<file path="src/rtl/pipe_halt_buffer.sv">
// Skid/halt buffer behind an enabled-register pipeline. It asks upstream to halt
// early enough to absorb the SLACK stages that are still in flight, then drains in order.
module pipe_halt_buffer #(
   parameter int WIDTH = 64,
   parameter int DEPTH = 4,
   parameter int SLACK = 1
) (
   input  logic             clk,
   input  logic             reset,
   input  logic [WIDTH-1:0] in_data,
   input  logic             in_valid,
   output logic             halt_o,
   output logic [WIDTH-1:0] out_data,
   output logic             out_valid,
   input  logic             halt_i,
   output logic             overflow
);

   localparam int PTR_W = (DEPTH > 1) ? $clog2(DEPTH) : 1;
   localparam int CNT_W = $clog2(DEPTH + 1);
   localparam logic [PTR_W-1:0] PTR_LAST  = PTR_W'(DEPTH - 1);
   localparam logic [CNT_W-1:0] CNT_FULL  = CNT_W'(DEPTH);
   localparam logic [CNT_W-1:0] CNT_HALT  = CNT_W'(DEPTH - SLACK);

   generate
      if (SLACK >= DEPTH || DEPTH < 2 || SLACK < 0) begin : g_bad_params
         $error("pipe_halt_buffer: need DEPTH >= 2 and 0 <= SLACK < DEPTH");
      end
   endgenerate

   logic [WIDTH-1:0] r_mem [DEPTH];
   logic [PTR_W-1:0] r_wr_ptr;
   logic [PTR_W-1:0] r_rd_ptr;
   logic [CNT_W-1:0] r_count;
   logic             r_halt;
   logic             r_overflow;

   logic             w_push;
   logic             w_pop;
   logic             w_full;
   logic             w_wr_en;
   logic             w_drop;
   logic [CNT_W-1:0] w_count_next;
   logic [PTR_W-1:0] w_wr_ptr_inc;
   logic [PTR_W-1:0] w_rd_ptr_inc;

   assign out_valid = (r_count != '0);
   assign out_data  = r_mem[r_rd_ptr];
   assign halt_o    = r_halt;
   assign overflow  = r_overflow;

   assign w_push = in_valid;
   assign w_pop  = out_valid & ~halt_i;
   assign w_full = (r_count == CNT_FULL);
   // A pop frees the slot the simultaneous push lands in, so a full buffer can still write.
   assign w_wr_en = w_push & (~w_full | w_pop);
   assign w_drop  = w_push & w_full & ~w_pop;

   assign w_wr_ptr_inc = (r_wr_ptr == PTR_LAST) ? '0 : r_wr_ptr + 1'b1;
   assign w_rd_ptr_inc = (r_rd_ptr == PTR_LAST) ? '0 : r_rd_ptr + 1'b1;

   always_comb begin
      w_count_next = r_count;
      if (w_wr_en && !w_pop) begin
         w_count_next = r_count + 1'b1;
      end else if (w_pop && !w_wr_en) begin
         w_count_next = r_count - 1'b1;
      end
   end

   always_ff @(posedge clk) begin
      if (reset) begin
         r_wr_ptr   <= '0;
         r_rd_ptr   <= '0;
         r_count    <= '0;
         r_halt     <= 1'b0;
         r_overflow <= 1'b0;
      end else begin
         if (w_wr_en) begin
            r_wr_ptr <= w_wr_ptr_inc;
         end
         if (w_pop) begin
            r_rd_ptr <= w_rd_ptr_inc;
         end
         r_count <= w_count_next;
         r_halt  <= (w_count_next >= CNT_HALT);
         if (w_drop) begin
            r_overflow <= 1'b1;
         end
      end
   end

   // Storage has no reset; only the pointers and count decide what is valid.
   always_ff @(posedge clk) begin
      if (w_wr_en && !reset) begin
         r_mem[r_wr_ptr] <= in_data;
      end
   end

endmodule

</file>
<file path="config.mk">
export PLATFORM = sky130hd
export DESIGN_NAME = pipe_halt_buffer
export DESIGN_NICKNAME = d
export VERILOG_FILES = /design/src/rtl/pipe_halt_buffer.sv
export SDC_FILE = /design/constraint.sdc
export NUM_CORES = 1
export LEC_CHECK = 0
export ABC_AREA = 1
export CAP_MARGIN = 20
export CORE_AREA = 5 5 152 183
export CTS_CLUSTER_SIZE = 20
export DETAILED_ROUTE_END_ITERATION = 16
export DIE_AREA = 0 0 157 188
export PLACE_DENSITY_LB_ADDON = 0.05
export SETUP_SLACK_MARGIN = 0.5
export SLEW_MARGIN = 20
export SYNTH_ARGS = -nofsm -noshare
export SYNTH_HDL_FRONTEND = slang
export SYNTH_SLANG_ARGS = --single-unit
export TNS_END_PERCENT = 20
</file>
<file path="constraint.sdc">
create_clock -name clk -period 3.8 [get_ports clk]
set_input_delay 0.57 -clock clk [delete_from_list [all_inputs] [get_ports clk]]
set_output_delay 0.57 -clock clk [all_outputs]
set_load 0.01 [all_outputs]
</file>
Word-level counts from Yosys, hierarchy flattened
Memories as Yosys holds them, arrays and structs flattened. A register that Yosys moved wholly into a read port is not among the register bits. Cells that the tools add are included.

Add/subtract/negate cells: 4. Order comparisons: 1. Equality and inequality tests: 3. Muxes and demuxes: 8. Bitwise operators: 8. Reductions and logical operators: 7.

Operator list (number): two-way mux 2 bit (4); two-way mux 3 bit (2); adder 2 x 1 -> 2 bit, second input constant (2); AND 1 bit (4); == test 2 bit, second input constant (2); adder 3 x 1 -> 3 bit, second input constant (1); == test 3 bit, second input constant (1); greater-or-equal comparator 3 x 2 -> 1 bit, second input constant (1); logical AND 1 bit (3); zero test 1 bit (3); NOT 1 bit (3); nonzero test 3 bit (1); subtractor 3 x 1 -> 3 bit, second input constant (1); two-way mux 1 bit (2); OR 1 bit (1).

Flip-flop bits (word level): 9. Bits in writable memories: 256. Input port bits: 68. Output and inout bits: 67. Word-level logic and storage cells: 37. Memories: 1.

Memories: r_mem (words 4, width 64, rd ports 1, clocked after Yosys merged registers in 1, wr ports 1, line 31) `logic [WIDTH-1:0] r_mem [DEPTH];`.

Longest topological paths before layout
Gate-level depths: netlist of the first run.

Word-level depth: 9. Depth in mapped cells: 10. Mapped depth without buffers: 10.

Least setup slack after synthesis of the first run
Ideal clock, no wire load.

Path type: reg-to-reg. Start point: register r_count[0]. End point: memory r_mem[0][0], enable pin. Setup time: 0.486 ns. Arrival time: 3.661 ns. Setup slack: -0.347 ns. Stages on the path, launching flop included: 8. Buffers on the path: 0. Cells stage by stage: dfxtp_1 inv_1 ha_1 nand3_1 nand2_2 inv_2 nand2_1 nor2_1.

Cells in the longest elaborated chain, start to end: 7. Elaborated cells between the ends (all ways): 9.

RTL lines: from (decl) (line 34) `logic [CNT_W-1:0] r_count;`; from (signal assigned) (line 85) `r_count <= w_count_next;`; nonzero test 3 bit or == test 3 bit (tied branches) (line 47, 54); AND 1 bit or NOT 1 bit (tied branches) (line 53, 56); OR 1 bit * (line 56) `assign w_wr_en = w_push & (~w_full | w_pop);`; AND 1 bit * (line 56); logical AND 1 bit * (line 95) `if (w_wr_en && !reset) begin`; two-way mux 1 bit * (line 95); two-way mux 1 bit (not written as such) * (line 96) `r_mem[r_wr_ptr] <= in_data;`; to (decl) (line 31).

Every way passes the cells marked *; elsewhere a longest branch is shown, timed or not.

==> results of run 1 <==
report_power, final:
part | internal, mW | total, mW | leakage (nW) | switching (mW)
combinational | 0.638 | 1.43 | 1.38 | 0.795
sequential | 3.33 | 3.36 | 2.42 | 0.0320
clock | 1.53 | 2.62 | 0.425 | 1.09
total | 5.50 | 7.41 | 4.22 | 1.91
final timing paths:
kind	end	from	cells past startpoint
worst min-delay path	overflow$_SDFFE_PP0P_	overflow$_SDFFE_PP0P_	2
worst max-delay path	out_data[3]	flip-flop	5
worst min register to register	overflow$_SDFFE_PP0P_	overflow$_SDFFE_PP0P_	2
worst max register to register	r_mem[0][50]$_DFFE_PP_	r_count[1]$_SDFF_PP0_	8
worst reg2reg max path, stage by stage (launching register included):
cell,delay [ps]
dfxtp_1,390
inv_1,90
ha_1,240
nand3_1,130
nand2_2,100
inv_2,80
nand2_1,230
nor2_4,470
buf_12,380
area by class of cell:
type | instances | area (sq um)
clock inverter | 18 | 150
inverter | 20 | 80.1
tap | 335 | 419
antenna | 1 | 2.50
fill | 2231 | 13200
timing repair buffer | 145 | 1520
clock buffer | 34 | 744
multi-input combinational | 374 | 1900
sequential | 267 | 7910
Yosys cell counts:
cell      count
o21ai_1      56
nand4_1       4
o21ai_0      76
a21oi_1       3
buf_4         6
buf_6        13
clkbuf_2      3
nand3_1       5
nand2_4       2
nand3_2       3
inv_2         5
o211a_1       1
ha_1          8
o22ai_1      64
nand2_1      10
nand2_2       2
nor2_2        1
edfxtp_1    256
nor2_1      139
clkbuf_1     18
dfxtp_1      11
buf_2         1
inv_1        15
cell families (layout without fill, tap and decap cells):
kind of cell	after synthesis	after routing	synth area share (%)
simple gates	166	166	6.72
compound gates	200	200	10.7
buf+inv	61	217	3.50
fa+ha+maj	8	8	0.988
other cells	0	1	0
flops	267	267	78.1
metrics by stage:
step	instance area [sq um]	setup WS (ps)	hold WS [ps]	TNS (ps)
3_3_place_gp	11800	984	517	0
5_1_grt	12700	482	546	0
4_1_cts	12700	537	530	0
6_report	12700	681	522	0
2_1_floorplan	10100	-347	481	-88890
3_5_place_dp	11800	929	517	0
state kept, by name (all words and copies together) (netlist names), named ones only:
register  count
r_mem       256
r_count       3
r_rd_ptr      2
r_wr_ptr      2
halt_o        1
overflow      1
metal layers:
metal	up-vias	track usage (%)
li1	2890	-
met1	3010	19.7
met2	140	26.6
met3	31	3.44
met4	2	3.87
met5	-	0
what timing repair did:
| action | in CTS | in global routing |
|---|---|---|
| endpoints found under the setup margin | 3 | 8 |
| gates resized for setup | 1 | 2 |
| buffers inserted | 0 | 0 |
| hold endpoints to repair | 0 | 0 |
==> out/qor.yml, run 1 <==
status: "completed"
dr.max_layer_used: "met5"
setup_viol: 0
worst_clock_skew_ps: 11.4
clockBufferDepth: 3
synth_area_leader_cell: "edfxtp_1"
port_buffers: 134
place_inst: 1141
final-instance-count-excl-fill: 1194
ctsHtreeMaxLevel: 1
cts.sinks: 267
holdBufCountCts: 0
vias_per_cell: 5.09
crit_fanout: 35
yosys-top-cells-area: "edfxtp_1 (76%), nor2_1 (5.2%), o22ai_1 (4.0%)"
fmax_mhz: 321
core.rowCount: 65
slowest_delay_ps: 600
grt_antenna_before_repair: 2
die_width_um: 157
cp.required_ps: 3230
cts_tree: "yes"
wl_per_cell_um: 19.4
yosysSeqAreaShare_pct: 78.1
cpMaxStageDelayCell: "clkdlybuf4s50_1"
wl_met1_um: 9730
endpoint_kind: "output pin"
drc: 0
routed-wl-met3_um: 1380
hold_class: "reg2reg"
start_util_pct: 39.0
r2r_slack_ps: 1320
postRouteAntennaNets: 0
place.gp.congestion: 0.766
cp_num_buf_inv: 3
path_cells: "inv_2 > buf_12 > o21ai_1 > o22ai_1 > clkdlybuf4s50_1"
vdd_drop_max_uv: 321
mostFrequentLayoutCells: "edfxtp_1 (256), nor2_1 (135), clkdlybuf4s50_1 (134)"
grt_first_pass_wirelength_um: 35800
clockRootBuffer: "clkbuf_16"
power_leakage_nw: 4.22
grt_max_degree: 129
ys_seq_elements: 267
drive_above_1_share_pct: 8.28
syn_avg_cell_area_sq_um: 14.4
die_h_um: 188
clk_pin_slew_ps: 60
numCtsBuffers: 28
syn_inst: 702
ioPinCount: 135
insertion_delay_ps: 530
hold_viol_final: 0
dr_wl_met2_um: 11700
hpwl_um: 13300
gr-total-overflow: 0
cp.arrival_ps: 2550
criticalPathCategory: "reg2out"
relSlewSlack_pct: 56.9
route.vias.total: 6073
fp.coreArea_sq_um: 25900
start_kind: "flip-flop"
rsz0062_at_grt: "true"
synthDistinctLibCells: 23
power_mw: 7.41
power_density_nw_per_um2: 582
dieArea_sq_um: 29500
drt_pass1_iterations: 4
synth_fp_nets: 778
grt.total_usage_pct: 15.4
post-route-util_pct: 49.0
drv_cap: 0
final_nets: 912
tightest_slew_ps: 645
drt_iter0_drc: 335
layout_commonest_cell: "edfxtp_1"
ys_warn_count: 0
finalCritPeriodShare_pct: 82.1
drt_wl_total_um: 23200
synth_area_sq_um: 10100
period_needed_ps: 3120
synth.top_cell.area_share_pct: 75.9
slew_viol_final: 0
area_growth_pct: 25.6
grt_pass1_vias: 6363
critPathTopFamily: "buffers and inverters"
Note: power is estimated with default switching activity, not from simulation.
==> inputs of run 2 (changes only) <==
Clock period 3.8 ns to 2.9 ns, I/O delays scaled along.
==> run 2 against run 1 <==
Core utilization grew 1.7 points. Wire length grew 5.9%. Via count grew 3.3%. Critical path depth is the same. Hold slack lost 33 ps. Largest cell class unchanged. Highest routed layer is now met4.
==> out/qor.yml, run 2 (synthesis results as in run 1) <==
status: "completed"
power_leakage_nw: 4.58  # +8.4%
grt_pass1_vias: 6584  # +3.5%
drv_cap: 0  # unchanged
criticalPathCategory: "reg2out"
period_needed_ps: 2640
hold_class: "reg2reg"
rr_endpoint: "r_mem[1][35]$_DFFE_PP_"
p_seq_share_pct: 43.2  # -2.2 points
holdPathEnd: "overflow$_SDFFE_PP0P_"
numCtsBuffers: 27  # -3.6%
relSlewSlack_pct: 70.4  # +13 points
start_util_pct: 39.0  # unchanged
switchingPower_mw: 2.54  # +33%
hpwl_um: 13100  # -1.0%
largest_registers: "r_mem: 256 flops, r_count: 3 flops"
gr-total-overflow: 0  # unchanged
vias_per_cell: 5.19  # +2.1%
drt_wl_total_um: 24600  # +5.9%
cts_tree: "yes"
start_kind: "flip-flop"
vdd_drop_max_uv: 426  # +33%
pwr-share-clk_pct: 37.2  # +1.9 points
busiest_layer: "met2"
grt_antenna_before_repair: 1  # -1
core.rowCount: 65  # unchanged
grt.total_usage_pct: 16.3  # +0.86 points
area_growth_pct: 29.9
hold_viol_final: 0  # unchanged
holdBufCountCts: 0  # unchanged
drc: 0  # unchanged
wl_per_cell_um: 20.3  # +4.7%
drt_iter0_drc: 353  # +5.4%
postRouteAntennaNets: 0  # unchanged
mostFrequentLayoutCells: "edfxtp_1 (256), nor2_1 (135), clkdlybuf4s50_1 (103)"
ctsHtreeMaxLevel: 1  # unchanged
r2r-start: "r_count[0]$_SDFF_PP0_"
clk_pin_slew_ps: 60  # about the same
fp.coreArea_sq_um: 25900  # unchanged
largest_reg_flops: 256  # unchanged
r2r_slack_ps: 860  # -460 ps
place.gp.congestion: 0.734  # -4.2%
die_width_um: 157  # unchanged
final_nets: 927  # +1.6%
tightest_slew_ps: 445  # -200 ps
met3_usage_pct: 2.68  # -0.76 points
p_int_mw: 7.70  # +40%
regMostFlops: "r_mem"
hold_start: "overflow$_SDFFE_PP0P_"
fmax_mhz: 378
clockBufferDepth: 3  # unchanged
cp.required_ps: 2470  # -760 ps
endpoint_kind: "output pin"
tns_ps: 0  # unchanged
port_buffers: 134  # unchanged
drive_above_1_share_pct: 10.7  # +2.4 points
worst_clock_skew_ps: 15.2  # +3.80 ps
dpl_worst_slack_ps: 491  # -438 ps
post-route-util_pct: 50.7  # +1.7 points
layout_commonest_cell: "edfxtp_1"
holdPathStages: 2  # unchanged
ioPinCount: 135  # unchanged
setup_ws_ps: 256  # -425 ps
grtUsageMet2_pct: 28.0  # +1.4 points
grt_max_degree: 65  # -50%
n_fill_cell: 2181  # -2.2%
dieArea_sq_um: 29500  # unchanged
swShare_pct: 24.8  # -1.0 points
finalCritPeriodShare_pct: 91.2
cp.arrival_ps: 2210  # -340 ps
crit_fanout: 19  # -46%
setup_viol: 0  # unchanged
slew_viol_final: 0  # unchanged
route.vias.total: 6273  # +3.3%
clockRootBuffer: "clkbuf_16"
power_density_nw_per_um2: 778  # +34%
rsz0062_at_grt: "true"
grt_first_pass_wirelength_um: 37100  # +3.6%
die_h_um: 188  # unchanged
grtUsageMet1_pct: 21.4  # +1.8 points
p_comb_share_pct: 19.6  # +0.3 points
insertion_delay_ps: 530  # about the same
reg2reg_depth: 8  # unchanged
drt_pass1_iterations: 7  # +3
cts.sinks: 267  # unchanged
run 2: cell types whose count changed in the layout (fill, tap and decap cells not counted), moves of 4 or more:
cell             previous run  this run
buf_4                       2         7
dlygate4sd2_1               0        21
bufinv_16                   2         8
clkdlybuf4s50_1           134       103
buf_16                      0         4
dlymetal6s2s_1              0        10
run 2: power groups by stage:
stage | clock (mW) | sequential, mW | combinational [mW]
detailed placement | 0 | 4.52 | 1.89
floorplan | 0 | 4.48 | 0.972
global route | 4.07 | 4.43 | 2.19
finish | 3.81 | 4.42 | 2.00
CTS | 3.89 | 4.42 | 2.04
global placement | 0 | 4.52 | 1.87
run 2: critical path, cell delays in order, from the launching register on:
cell and delay, ps:
dfxtp_4 410, inv_8 150, bufbuf_16 320, o21ai_1 70
o22ai_1 150, clkdlybuf4s50_1 580
run 2: layer usage:
layer	vias to the layer above	part of all wire, %
li1	2936	-
met1	3126	42
met2	184	50
met3	27	5.4
met4	0	1.9
met5	-	0
run 2: worst max path at each step:
stage                          start  cells past startpoint                    end  slack, ps
2_1_floorplan  r_count[0]$_SDFF_PP0_                      7  r_mem[0][0]$_DFFE_PP_        510
3_3_place_gp               flip-flop                      4           out_data[27]        520
3_5_place_dp               flip-flop                      4           out_data[27]        490
4_1_cts                    flip-flop                      5            out_data[5]        220
5_1_grt                    flip-flop                      4           out_data[42]        180
6_report                   flip-flop                      5            out_data[5]        260
run 2: metrics by stage:
stage	hold slack (ps)	power, mW	std cells	instance area, sq um
after floorplan	482	5.45	702	10200
after global placement	463	6.38	1147	11900
after detailed placement	478	6.41	1147	11900
after CTS	497	10.4	1206	13100
after global routing	509	10.7	1208	13200
final	488	10.2	1208	13200
run 2: final cells by class:
class                   instances  area, sq um  share of cell area [%]
clock inverters                21          308                    2.34
well taps                     335          419                    3.19
multi-input cells             374         1920                    14.6
clock buffers                  29          683                    5.19
diodes                          1         2.50                  0.0190
flip-flops and latches        267         7920                    60.2
inverters                      20         82.6                   0.628
repair buffers                161         1830                    13.9
run 2: timing repair:
action / 4_1_cts / 5_1_grt
gates cloned: 4 / 1
gates resized for setup: 42 / 10
setup endpoints to repair: 64 / 58
buffers inserted: 5 / 0
